## config.mk

```make
export PLATFORM = sky130hd
export DESIGN_NAME = dmem_arbiter_flat
export DESIGN_NICKNAME = d
export VERILOG_FILES = /design/src/rtl/dmem_arbiter_if.sv /design/src/rtl/dmem_arbiter.sv /design/src/flat_wrapper.sv
export SDC_FILE = /design/constraint.sdc
export NUM_CORES = 1
export LEC_CHECK = 0
export CAP_MARGIN = 20
export CORE_ASPECT_RATIO = 1.1
export CORE_UTILIZATION = 30
export DETAILED_ROUTE_END_ITERATION = 8
export GPL_ROUTABILITY_DRIVEN = 0
export HOLD_SLACK_MARGIN = 0.15
export PLACE_DENSITY_LB_ADDON = 0.08
export SYNTH_ARGS = -nofsm -noshare
export SYNTH_HDL_FRONTEND = slang
export SYNTH_SLANG_ARGS = --single-unit
```

## constraint.sdc

```tcl
create_clock -name clk -period 3.9 [get_ports clk]
set_clock_uncertainty 0.05 [all_clocks]
set_input_delay 0.39 -clock clk [delete_from_list [all_inputs] [get_ports clk]]
set_output_delay 0.39 -clock clk [all_outputs]
set_load 0.02 [all_outputs]
```

## src/rtl/dmem_arbiter_if.sv

```systemverilog
// rtl/dmem_arbiter_if.sv - requester and data-memory signals of the two-port data memory arbiter
interface dmem_arbiter_if #(
  parameter int WIDTH = 32
);
  logic             req0, req1;
  logic             we0, we1;
  logic [WIDTH-1:0] addr0, addr1;
  logic [WIDTH-1:0] wdata0, wdata1;
  logic             gnt0, gnt1;
  logic             done0, done1;
  logic             err0, err1;
  logic [WIDTH-1:0] rdata0, rdata1;
  logic             mem_re, mem_wr;
  logic [WIDTH-1:0] mem_addr, mem_wdata;
  logic [WIDTH-1:0] mem_rdata;

  modport slave (
    input  req0, req1, we0, we1, addr0, addr1, wdata0, wdata1, mem_rdata,
    output gnt0, gnt1, done0, done1, err0, err1, rdata0, rdata1,
    output mem_re, mem_wr, mem_addr, mem_wdata
  );

  modport master (
    output req0, req1, we0, we1, addr0, addr1, wdata0, wdata1, mem_rdata,
    input  gnt0, gnt1, done0, done1, err0, err1, rdata0, rdata1,
    input  mem_re, mem_wr, mem_addr, mem_wdata
  );
endinterface

```

## src/rtl/dmem_arbiter.sv

```systemverilog
// rtl/dmem_arbiter.sv - round-robin two-port arbiter in front of a single-port data memory
module dmem_arbiter #(
  parameter int WIDTH    = 32,
  parameter int MEM_SIZE = 1024
) (
  input logic           clk,
  input logic           reset,
  dmem_arbiter_if.slave bus
);
  typedef enum logic [1:0] {IDLE, ACCESS, RESP} state_t;

  state_t           state;
  logic             last;
  logic             win;
  logic             inr;
  logic             gnt0_q, gnt1_q, done0_q, done1_q, err0_q, err1_q;
  logic             mem_re_q, mem_wr_q;
  logic [WIDTH-1:0] mem_addr_q, mem_wdata_q;
  logic [WIDTH-1:0] rdata0_q, rdata1_q;

  logic             pick;
  logic             sel_we;
  logic [WIDTH-1:0] sel_addr, sel_wdata;
  logic             sel_inr;

  // On a tie the port that did not win last time gets the slot.
  always_comb begin
    pick      = (bus.req0 && bus.req1) ? ~last : bus.req1;
    sel_we    = pick ? bus.we1    : bus.we0;
    sel_addr  = pick ? bus.addr1  : bus.addr0;
    sel_wdata = pick ? bus.wdata1 : bus.wdata0;
    sel_inr   = 64'(sel_addr) < 64'(MEM_SIZE);
  end

  always_ff @(posedge clk or posedge reset) begin
    if (reset) begin
      state       <= IDLE;
      last        <= 1'b1;
      win         <= 1'b0;
      inr         <= 1'b0;
      gnt0_q      <= 1'b0;
      gnt1_q      <= 1'b0;
      done0_q     <= 1'b0;
      done1_q     <= 1'b0;
      err0_q      <= 1'b0;
      err1_q      <= 1'b0;
      mem_re_q    <= 1'b0;
      mem_wr_q    <= 1'b0;
      mem_addr_q  <= '0;
      mem_wdata_q <= '0;
      rdata0_q    <= '0;
      rdata1_q    <= '0;
    end else begin
      case (state)
        IDLE: begin
          if (bus.req0 || bus.req1) begin
            state       <= ACCESS;
            last        <= pick;
            win         <= pick;
            inr         <= sel_inr;
            gnt0_q      <= ~pick;
            gnt1_q      <= pick;
            mem_addr_q  <= sel_addr;
            mem_wdata_q <= sel_wdata;
            mem_wr_q    <= sel_we & sel_inr;
            mem_re_q    <= ~sel_we & sel_inr;
          end
        end
        ACCESS: begin
          state       <= RESP;
          gnt0_q      <= 1'b0;
          gnt1_q      <= 1'b0;
          mem_re_q    <= 1'b0;
          mem_wr_q    <= 1'b0;
          mem_addr_q  <= '0;
          mem_wdata_q <= '0;
          done0_q     <= ~win;
          done1_q     <= win;
          err0_q      <= ~win & ~inr;
          err1_q      <= win & ~inr;
          // Out-of-range accesses of either kind clear the winner's read result.
          if (!inr) begin
            if (win) rdata1_q <= '0;
            else     rdata0_q <= '0;
          end else if (mem_re_q) begin
            if (win) rdata1_q <= bus.mem_rdata;
            else     rdata0_q <= bus.mem_rdata;
          end
        end
        RESP: begin
          state   <= IDLE;
          done0_q <= 1'b0;
          done1_q <= 1'b0;
          err0_q  <= 1'b0;
          err1_q  <= 1'b0;
        end
        default: state <= IDLE;
      endcase
    end
  end

  assign bus.gnt0      = gnt0_q;
  assign bus.gnt1      = gnt1_q;
  assign bus.done0     = done0_q;
  assign bus.done1     = done1_q;
  assign bus.err0      = err0_q;
  assign bus.err1      = err1_q;
  assign bus.rdata0    = rdata0_q;
  assign bus.rdata1    = rdata1_q;
  assign bus.mem_re    = mem_re_q;
  assign bus.mem_wr    = mem_wr_q;
  assign bus.mem_addr  = mem_addr_q;
  assign bus.mem_wdata = mem_wdata_q;
endmodule

```

## src/flat_wrapper.sv

```systemverilog
// flat-port wrapper written by rule: the top's interface ports become plain ports
module dmem_arbiter_flat 
#(
  parameter int WIDTH    = 32,
  parameter int MEM_SIZE = 1024
)
  (clk, reset, bus_req0, bus_req1, bus_we0, bus_we1, bus_addr0, bus_addr1, bus_wdata0, bus_wdata1, bus_mem_rdata, bus_gnt0, bus_gnt1, bus_done0, bus_done1, bus_err0, bus_err1, bus_rdata0, bus_rdata1, bus_mem_re, bus_mem_wr, bus_mem_addr, bus_mem_wdata);
  dmem_arbiter_if #(.WIDTH(WIDTH)) bus_i ();
  input logic clk;
  input logic reset;
  input wire logic [$bits(bus_i.req0)-1:0] bus_req0;
  input wire logic [$bits(bus_i.req1)-1:0] bus_req1;
  input wire logic [$bits(bus_i.we0)-1:0] bus_we0;
  input wire logic [$bits(bus_i.we1)-1:0] bus_we1;
  input wire logic [$bits(bus_i.addr0)-1:0] bus_addr0;
  input wire logic [$bits(bus_i.addr1)-1:0] bus_addr1;
  input wire logic [$bits(bus_i.wdata0)-1:0] bus_wdata0;
  input wire logic [$bits(bus_i.wdata1)-1:0] bus_wdata1;
  input wire logic [$bits(bus_i.mem_rdata)-1:0] bus_mem_rdata;
  output wire logic [$bits(bus_i.gnt0)-1:0] bus_gnt0;
  output wire logic [$bits(bus_i.gnt1)-1:0] bus_gnt1;
  output wire logic [$bits(bus_i.done0)-1:0] bus_done0;
  output wire logic [$bits(bus_i.done1)-1:0] bus_done1;
  output wire logic [$bits(bus_i.err0)-1:0] bus_err0;
  output wire logic [$bits(bus_i.err1)-1:0] bus_err1;
  output wire logic [$bits(bus_i.rdata0)-1:0] bus_rdata0;
  output wire logic [$bits(bus_i.rdata1)-1:0] bus_rdata1;
  output wire logic [$bits(bus_i.mem_re)-1:0] bus_mem_re;
  output wire logic [$bits(bus_i.mem_wr)-1:0] bus_mem_wr;
  output wire logic [$bits(bus_i.mem_addr)-1:0] bus_mem_addr;
  output wire logic [$bits(bus_i.mem_wdata)-1:0] bus_mem_wdata;
  assign bus_i.req0 = bus_req0;
  assign bus_i.req1 = bus_req1;
  assign bus_i.we0 = bus_we0;
  assign bus_i.we1 = bus_we1;
  assign bus_i.addr0 = bus_addr0;
  assign bus_i.addr1 = bus_addr1;
  assign bus_i.wdata0 = bus_wdata0;
  assign bus_i.wdata1 = bus_wdata1;
  assign bus_i.mem_rdata = bus_mem_rdata;
  assign bus_gnt0 = bus_i.gnt0;
  assign bus_gnt1 = bus_i.gnt1;
  assign bus_done0 = bus_i.done0;
  assign bus_done1 = bus_i.done1;
  assign bus_err0 = bus_i.err0;
  assign bus_err1 = bus_i.err1;
  assign bus_rdata0 = bus_i.rdata0;
  assign bus_rdata1 = bus_i.rdata1;
  assign bus_mem_re = bus_i.mem_re;
  assign bus_mem_wr = bus_i.mem_wr;
  assign bus_mem_addr = bus_i.mem_addr;
  assign bus_mem_wdata = bus_i.mem_wdata;
  dmem_arbiter #(.WIDTH(WIDTH), .MEM_SIZE(MEM_SIZE)) u_core (.clk(clk), .reset(reset), .bus(bus_i));
endmodule
```

==> summary.txt, run 1 <==
Route
  • DRC Markers: 0
  • Vias: 5,331
  • Vias/cell: roughly 4.7
  • WL/cell: 16.5 µm
  • Remaining antenna violation count: 0
  • Iter 0 DRT Violations: 215
  • First-pass detailed-route iteration total: 4
  • DRT Wirelength: 18,800 µm

STA
  • Max Slew Vio Count: 0
  • Tmin final: ~2.5 ns
  • Endpoints failing hold: 0
  • Final setup vio count: 0
  • Max_slew headroom: 29.9%
  • Post-route setup slack: 1.43 ns
  • RSZ-0062 raised after global routing: false
  • Max Fclk: 405 MHz
  • Least-Margin Pin Slew: about 1.0 ns
  • Setup TNS: 0 ns
  • Final period util: 63.3%

Final layout
  • Layout cells sized above 1: around 6%
  • Design Area, Final: a little under 0.01 mm²
  • NumNets Final: 1,055
  • # diodes: 0
  • Fin cells: 1,145
  • Area Growth Syn to Fin: 64.3%
  • Layout fillers: 1,748

Synth
  • Post-synthesis register bit count: 141
  • Leading area contributor after synthesis: dfrtp_1
  • Cells after synthesis: slightly below 600
  • Seq/Total Area, Yosys: around three fifths
  • Synth cell types: 35
  • Syn Nets: 763
  • Fraction of registers with async set/reset: 100%
  • Synth top area share: 58.2%
  • Avg Cell Area, Syn: 10.1 µm²
  • Largest cells by area after synthesis: dfrtp_1 (58%), mux2i_1 (11%), o21ai_0 (11%)
  • Post-synth top flop: dfrtp_1
  • Warnings, synthesis: 0
  • Mapped cell area: 0.00601 mm²
  • Post-synth EDFFs: 0

Floorplanning
  • Die Y-Extent: 151 µm
  • Row Count: 53
  • Die width: 137 µm
  • Total die area: 0.0206 mm²
  • CORE AREA: 0.0194 mm²
  • Io pins: approximately 300
  • Initial Util: 31.1%

Worst setup path
  • Kind of critical path: reg2reg
  • Crit path required time: 4.17 ns
  • Worst path arrival time: around 2.7 ns
  • Critical path capture point type: flip-flop
  • Critical Path Start Type: flip-flop
  • Buf/Inv on CP: 2
  • Worst-path maximum fanout: 40
  • CP Cell Sequence: inv_1 > ha_1 > or3b_1 > o21ai_4 > buf_4 > nand2_1 > o31ai_2
  • Slowest stage cell, crit path: or3b_1
  • Top delay family on crit path: simple AND/OR/NAND/NOR gates
  • Slowest stage delay, CP: 0.45 ns

GRT
  • Global-route wire length before repair: 29,100 µm
  • Vias in the first global route: 5,463
  • Largest net degree at the start of global routing: between 60 and 70
  • Grt total ovfl: 0
  • Initial antenna violation count: 0
  • Total Routing Usage GR: 18.8%

CTS
  • Post-CTS setup repair buffer count: 0
  • CTS Hold Buffers Added: 0
  • PostCTS Resize Cnt: 0
  • CTS tree: done
  • Clk_lat worst skew: 0.41 ns
  • Root Buffer: clkbuf_16
  • Clock Path Buffers: 2
  • CTS Buf Count: 17
  • Reg clk slew, reported paths: 0.06 ns
  • Htree depth: 4
  • Clk sinks: 141

Pwr
  • Pwr/cell area: 579 mW/mm²
  • Lkg Pwr: between 4 and 5 nW
  • Maximum VDD drop: 0.311 mV

Place
  • Pre-CTS setup slack: 1.26 ns
  • Placed insts: between 1,000 and 1,500
  • Port-buffer cells: 301
  • Placed Area: 0.00929 mm²
  • Hpwl dp: 14,500 µm

Run
  • # Max-Cap Violations: 0

Min path
  • Hold/Removal Path Class: in2async

Status
  • Status: finished, final reports clean
worst register-to-register path: stages (launching register included):
cell     delay (ns)
dfrtp_1        0.40
inv_1          0.09
ha_1           0.34
or3b_1         0.46
o21ai_4        0.40
buf_4          0.47
nand2_1        0.11
o31ai_2        0.07
per-stage QoR:
stage / hold WS (ns) / utilization [%] / total power [mW]
3_3_place_gp: 0.412 / 48.0 / 4.12
3_5_place_dp: 0.420 / 48.0 / 4.16
2_1_floorplan: 0.403 / - / 3.16
4_1_cts: 0.231 / 51.0 / 5.83
5_1_grt: 0.246 / 51.0 / 6.08
6_report: 0.245 / 51.0 / 5.72
cell usage after synthesis, types with 2 or more instances:
master,number
nor2_1,4
o21ai_1,6
ha_1,3
buf_4,4
nand2_1,169
nor4_1,10
o211ai_2,2
mux2_2,2
dfrtp_1,140
inv_1,5
mux2i_1,65
buf_6,3
buf_2,14
clkbuf_1,18
nand4_1,2
o21ai_0,128
routing by layer:
metal  GRT usage [%]  up-vias  routed length (µm)  part of all wire (%)
li1                -     2605                   -                     -
met1            21.2     2471                7320                    39
met2            31.9      228                9320                    49
met3            7.00       27                1750                   9.3
met4            7.80        0                 457                   2.4
met5               0        -                   0                     0
power breakdown:
part	internal (mW)	switching, mW
Sequential	1.76	0.167
Combinational	0.917	1.25
Clock	1.01	0.617
Total	3.69	2.04
flip-flops by register name, indices dropped and copies added, names as in the netlist, 2 cells and up:
name / count
u_core.bus.rdata1: 32
u_core.bus.mem_addr: 32
u_core.bus.rdata0: 32
u_core.bus.mem_wdata: 32
u_core.state: 2
worst paths after layout:
check / cells past startpoint / slack (ns) / startpoint / end
min in group clk: 2 / 0.43 / u_core.bus.rdata0[24]$_DFFE_PP0P_ / u_core.bus.rdata0[24]$_DFFE_PP0P_
min: 2 / 0.25 / reset / u_core.bus.done1$_DFFE_PP0P_
min reg2reg: 2 / 0.43 / u_core.bus.rdata0[24]$_DFFE_PP0P_ / u_core.bus.rdata0[24]$_DFFE_PP0P_
max in group asynchronous: 3 / 2.79 / reset / u_core.bus.mem_addr[27]$_DFFE_PP0P_
max reg2reg: 7 / 1.43 / u_core.state[0]$_DFFE_PP0P_ / u_core.bus.mem_wr$_DFFE_PP0P_
max: 7 / 1.43 / u_core.state[0]$_DFFE_PP0P_ / u_core.bus.mem_wr$_DFFE_PP0P_
kinds of logic (layout without fill, tap and decap cells):
| kind of cell | count (synthesis) | after routing | synth area share, % |
|---|---|---|---|
| and+or+nand+nor | 191 | 191 | 12.7 |
| AOI/OAI and AO/OA | 146 | 146 | 13.0 |
| DFF | 141 | 141 | 58.7 |
| muxes | 67 | 67 | 11.2 |
| buffers and inverters | 46 | 350 | 3.81 |
| adders and majority gates | 3 | 3 | 0.624 |
layout by cell type, fill, tap and decap left out, types with 4 or more instances in the layout:
cell type and instances:
clkdlybuf4s50_1 301, nand2_1 169, dfrtp_1 140, o21ai_0 128, mux2i_1 65, clkbuf_16 17, nor4_1 10, buf_4 10
o21ai_1 6, inv_1 4, clkinvlp_4 4, nor2_1 4
final cells by class:
class,instances,area (µm²),area share (%)
well taps,247,309,3.13
clock buffers,18,429,4.34
inverters,6,26.3,0.266
flip-flops and latches,141,3530,35.7
clock inverters,13,166,1.68
repair buffers,313,3130,31.7
multi-input cells,407,2290,23.2
No activity file was read; power rests on OpenSTA's default activity.
==> run 2: changes to the inputs <==
Clock period 3.9 ns to 2.35 ns, I/O delays scaled along.
==> run 2 against run 1 <==
Net effect:
- total power grew 72%
- sequential power rose by 67%
- combinational power is 76% higher
- via count is 2.3% higher
- global-route usage increased by 0.32 points
- count of clock-buffer cells in the layout unchanged
- design area is 2.0% higher
- sequential share of layout area fell by 0.71 points
- largest cell class unchanged
==> summary.txt, run 2 (synthesized netlist as in run 1, its figures left out) <==
Status
  • Status: finished, final reports clean

Final layout
  • Most frequent cells in the layout: clkdlybuf4s50_1 (301), nand2_1 (169), dfrtp_1 (140)
  • NumNets Final: 1,066
  • Layout cells sized above 1: under 10%
  • Final core utilization: 52.1%
  • Commonest non-fill, non-tap cell in the layout: clkdlybuf4s50_1
  • # diodes: 0
  • Area Growth Syn to Fin: 67.6%

CTS
  • Post-CTS setup repair buffer count: 0
  • Clk sinks: around 140
  • CTS Buf Count: 17
  • CTS tree: done
  • Htree depth: 4
  • PostCTS Resize Cnt: 0
  • Reg clk slew, reported paths: 0.06 ns
  • Clock Path Buffers: 2
  • Root Buffer: clkbuf_16
  • Clk_lat worst skew: ~0.4 ns

Route
  • DRC Markers: 0
  • Vias: 5,456
  • DRT Wirelength: a little under 20,000 µm
  • Remaining antenna violation count: 0
  • First-pass detailed-route iteration total: 4
  • Iter 0 DRT Violations: 189
  • Vias/cell: 4.72
  • WL/cell: roughly 17 µm

Worst setup path
  • Buf/Inv on CP: 2
  • Critical Path Start Type: flip-flop
  • Critical path capture point type: flip-flop
  • Worst path arrival time: between 2 and 2.5 ns
  • Top delay family on crit path: simple AND/OR/NAND/NOR gates
  • Slowest stage delay, CP: 0.46 ns
  • Crit path required time: 2.63 ns
  • Worst-path maximum fanout: 31
  • Kind of critical path: reg2reg
  • CP Cell Sequence: inv_1 > ha_1 > or3b_1 > o21ai_4 > buf_12 > nand2_1 > o21ai_0
  • Slowest stage cell, crit path: or3b_1

Floorplanning
  • Die Y-Extent: approximately 150 µm
  • Die width: 137 µm
  • Row Count: 53
  • Total die area: 0.0206 mm²
  • Io pins: 302
  • Initial Util: 31.1%
  • CORE AREA: between 0.015 and 0.02 mm²

Pwr
  • Lkg Pwr: 4.20 nW
  • Maximum VDD drop: 0.585 mV
  • Pwr/cell area: 978 mW/mm²
  • Total power: 9.86 mW

STA
  • Max Slew Vio Count: 0
  • RSZ-0062 raised after global routing: false
  • Setup TNS: 0 ns
  • Final setup vio count: 0
  • Least-Margin Pin Slew: 0.566 ns
  • Max_slew headroom: a little over 60%
  • Max Fclk: 487 MHz
  • Hold_ws: 0.350 ns
  • Endpoints failing hold: 0
  • Final period util: 87.4%
  • Tmin final: 2.06 ns

GRT
  • Vias in the first global route: 5,576
  • Initial antenna violation count: 0
  • Largest net degree at the start of global routing: 68
  • Global-route wire length before repair: between 20,000 and 30,000 µm
  • Grt total ovfl: 0
  • Total Routing Usage GR: 19.2%

Place
  • Hpwl dp: 14,700 µm
  • Port-buffer cells: 301

Run
  • # Max-Cap Violations: 0

Min path
  • Hold/Removal Path Class: in2reg
==> run 2: final cells by class <==
class | instances | area [µm²]
clock buffers | 18 | 429
well taps | 247 | 309
multi-input cells | 407 | 2290
flip-flops and latches | 141 | 3530
repair buffers | 324 | 3300
clock inverters | 14 | 193
fillers | 1770 | 9280
inverters | 6 | 26.3
==> run 2: per-layer routing <==
metal / routed length (µm) / global-route usage (%)
met3: 1520 / 5.49
met1: 8050 / 23.2
met2: 9470 / 32.1
met5: 0 / 0
met4: 297 / 7.14
==> run 2: final timing paths <==
path,startpoint,end,slack (ns),depth (start not counted)
worst max-delay path,u_core.state[0]$_DFFE_PP0P_,u_core.bus.mem_wdata[14]$_DFFE_PP0P_,0.29,7
worst min-delay path,bus_mem_rdata[6],u_core.bus.rdata1[6]$_DFFE_PP0P_,0.35,3
worst max register to register,u_core.state[0]$_DFFE_PP0P_,u_core.bus.mem_wdata[14]$_DFFE_PP0P_,0.29,7
worst min register to register,u_core.bus.mem_addr[29]$_DFFE_PP0P_,u_core.bus.mem_addr[29]$_DFFE_PP0P_,0.42,2
max in group asynchronous,reset,u_core.bus.rdata0[15]$_DFFE_PP0P_,1.04,4
min in group asynchronous,reset,u_core.bus.done1$_DFFE_PP0P_,0.60,3
==> run 2: worst reg2reg max path, cell delays in order (launching register included) <==
cell and delay (ns):
dfrtp_1 0.40, inv_1 0.09, ha_1 0.34, or3b_1 0.46, o21ai_4 0.21, buf_12 0.26, nand2_1 0.09, o21ai_0 0.08
==> run 2: report_power, final <==
part	total, mW	switching, mW	internal [mW]
combinational	3.81	2.11	1.69
sequential	3.23	0.300	2.93
clock	2.83	1.05	1.78
==> run 2: repair_timing <==
action,in CTS,in global routing
endpoints found under the setup margin,0,0
hold buffers,1,0
endpoints found under the hold margin,4,0
==> run 2: stage by stage <==
| step | instance area [µm²] | worst slack, ns | std cells |
|---|---|---|---|
| after global routing | 10100 | 0.138 | 1157 |
| after CTS | 10100 | 0.281 | 1157 |
| after detailed placement | 9450 | 0.0572 | 1124 |
| final | 10100 | 0.295 | 1157 |
| after floorplan | 6020 | 0.303 | 594 |
| after global placement | 9450 | 0.108 | 1124 |
==> run 3: changes to the inputs <==
Settings changed: CORE_UTILIZATION 30 to 40.
==> run 3 against run 2 <==
Net effect:
- sequential share of layout area is 0.53 points higher
- non-clock buffer count fell by 4
- count of clock-buffer cells in the layout fell by 1
- worst hold slack lost 0.11 ns
- sequential power barely moved
- sequential cell count did not move
- combinational power decreased by 1%
- via count increased by 0.37%
- core utilization grew 16 points
- worst setup slack lost 0.015 ns
- total power shrank 1.2%
- critical endpoint is now u_core.bus.mem_wdata[15]$_DFFE_PP0P_
- largest cell class unchanged
==> summary.txt, run 3 (synthesized netlist as in run 1, its figures left out) <==
Status
  • Status: finished, final reports clean

GRT
  • Grt total ovfl: 0
  • Global-route wire length before repair: 28,500 µm
  • Largest net degree at the start of global routing: about 120
  • Initial antenna violation count: 0
  • Total Routing Usage GR: 24.1%
  • Vias in the first global route: between 5,000 and 6,000

Floorplanning
  • Row Count: 46
  • Total die area: 0.0155 mm²
  • Die Y-Extent: about 130 µm
  • Io pins: 302
  • CORE AREA: around 0.015 mm²
  • Die width: 119 µm
  • Initial Util: between 40% and 50%

Final layout
  • Final core utilization: 68.2%
  • Area Growth Syn to Fin: 65.1%
  • Commonest non-fill, non-tap cell in the layout: clkdlybuf4s50_1
  • Design Area, Final: 0.00993 mm²
  • Layout cells sized above 1: 6.95%
  • NumNets Final: roughly 1,100
  • Register area: 0.00353 mm²
  • Layout fillers: 1,158
  • Most frequent cells in the layout: clkdlybuf4s50_1 (301), nand2_1 (169), dfrtp_1 (140)
  • Multi-input gate area: 0.00229 mm²
  • # diodes: 0

Worst setup path
  • Buf/Inv on CP: 2
  • Worst-path maximum fanout: 32
  • Kind of critical path: reg2reg
  • Worst path arrival time: 2.32 ns
  • Crit path required time: 2.60 ns
  • CP Cell Sequence: inv_1 > ha_1 > or3b_1 > o21ai_4 > buf_12 > nand2_1 > o21ai_0
  • Top delay family on crit path: simple AND/OR/NAND/NOR gates
  • Slowest stage cell, crit path: or3b_1
  • Worst Setup SP: u_core.state[1]$_DFFE_PP0P_
  • R2R Setup Slk: about 0.28 ns
  • Critical Path Start Type: flip-flop
  • RR Startpoint: u_core.state[1]$_DFFE_PP0P_
  • Critical path capture point type: flip-flop
  • Slowest stage delay, CP: 0.46 ns

CTS
  • CTS Buf Count: 17
  • Post-CTS setup repair buffer count: 0
  • Htree depth: 4
  • CTS tree: done
  • Clk_lat worst skew: about 0.41 ns
  • Clk sinks: 141
  • Root Buffer: clkbuf_16
  • CTS Hold Buffers Added: 0
  • Clock Path Buffers: 2
  • Reg clk slew, reported paths: 0.06 ns
  • PostCTS Resize Cnt: 0

Run
  • # Max-Cap Violations: 0

STA
  • Endpoints failing hold: 0
  • Max Slew Vio Count: 0
  • Setup TNS: 0 ns
  • Final period util: 88.1%
  • Final setup vio count: 0
  • Hold_ws: 0.244 ns
  • Least-Margin Pin Slew: 0.629 ns
  • Max_slew headroom: 58.1%
  • Max Fclk: 483 MHz
  • RSZ-0062 raised after global routing: false
  • Tmin final: 2.07 ns

Route
  • Iter 0 DRT Violations: approximately 330
  • DRC Markers: 0
  • Vias/cell: 4.99
  • First-pass detailed-route iteration total: 7
  • WL/cell: 16.8 µm
  • DRT Wirelength: 18,400 µm
  • Remaining antenna violation count: 0
  • Vias: roughly 5,500

Place
  • Hpwl dp: 14,000 µm
  • Port-buffer cells: 301
  • Placed Area: 0.00932 mm²

Pwr
  • Maximum VDD drop: 0.536 mV
  • Pwr/cell area: 981 mW/mm²
  • Lkg Pwr: 4.17 nW

Min path
  • Hold/Removal Path Class: in2async
==> run 3: cell count changes in the layout (fill, tap and decap cells not counted), sizes merged <==
cell         before  now
buf              22   19
bufinv            4    3
clkbuf           18   17
clkinv            6    5
clkinvlp          4    3
dlygate4sd3       1    0
inv               6   10
==> run 3: worst paths after layout <==
check                                                       end  cells after the start
max                        u_core.bus.mem_wdata[15]$_DFFE_PP0P_                      7
min                          u_core.bus.mem_addr[6]$_DFFE_PP0P_                      3
max reg2reg                u_core.bus.mem_wdata[15]$_DFFE_PP0P_                      7
min reg2reg                    u_core.bus.rdata1[9]$_DFFE_PP0P_                      2
max in group asynchronous     u_core.bus.rdata0[23]$_DFFE_PP0P_                      3
min in group clk               u_core.bus.rdata0[3]$_DFFE_PP0P_                      3
==> run 3: stage by stage <==
step                setup slack [ns]  power (mW)  instances
finish                         0.280        9.74       1098
global route                   0.114        10.3       1098
CTS                            0.283        9.84       1098
detailed placement             0.298        7.05       1066
global placement               0.340        6.95       1066
floorplan                      0.303        5.24        594
==> run 3: where the power goes <==
part	internal [mW]	switching, mW	leakage [nW]	total (mW)
clock	1.69	1.06	0.296	2.75
combinational	1.65	2.12	1.97	3.77
sequential	2.93	0.298	1.90	3.22
total	6.26	3.48	4.17	9.74
==> run 3: cell type report <==
cell class	instances	share of cell area, %
tap	192	2.42
inverter	6	0.265
timing repair buffer	320	32.5
sequential	141	35.6
clock buffer	17	4.28
multi-input combinational	407	23.1
clock inverter	15	1.85
==> run 3: tightest hold or removal path: stages <==
cell and delay [ns]:
clkdlybuf4s50_1 0.44, clkinvlp_4 0.10, buf_4 0.33
==> run 3: layer usage <==
metal	routed length [µm]	track usage, %	vias to the layer above
li1	-	-	2624
met1	7180	28.0	2592
met2	9340	41.8	237
met3	1520	7.34	23
met4	377	9.83	0
met5	0	0	-
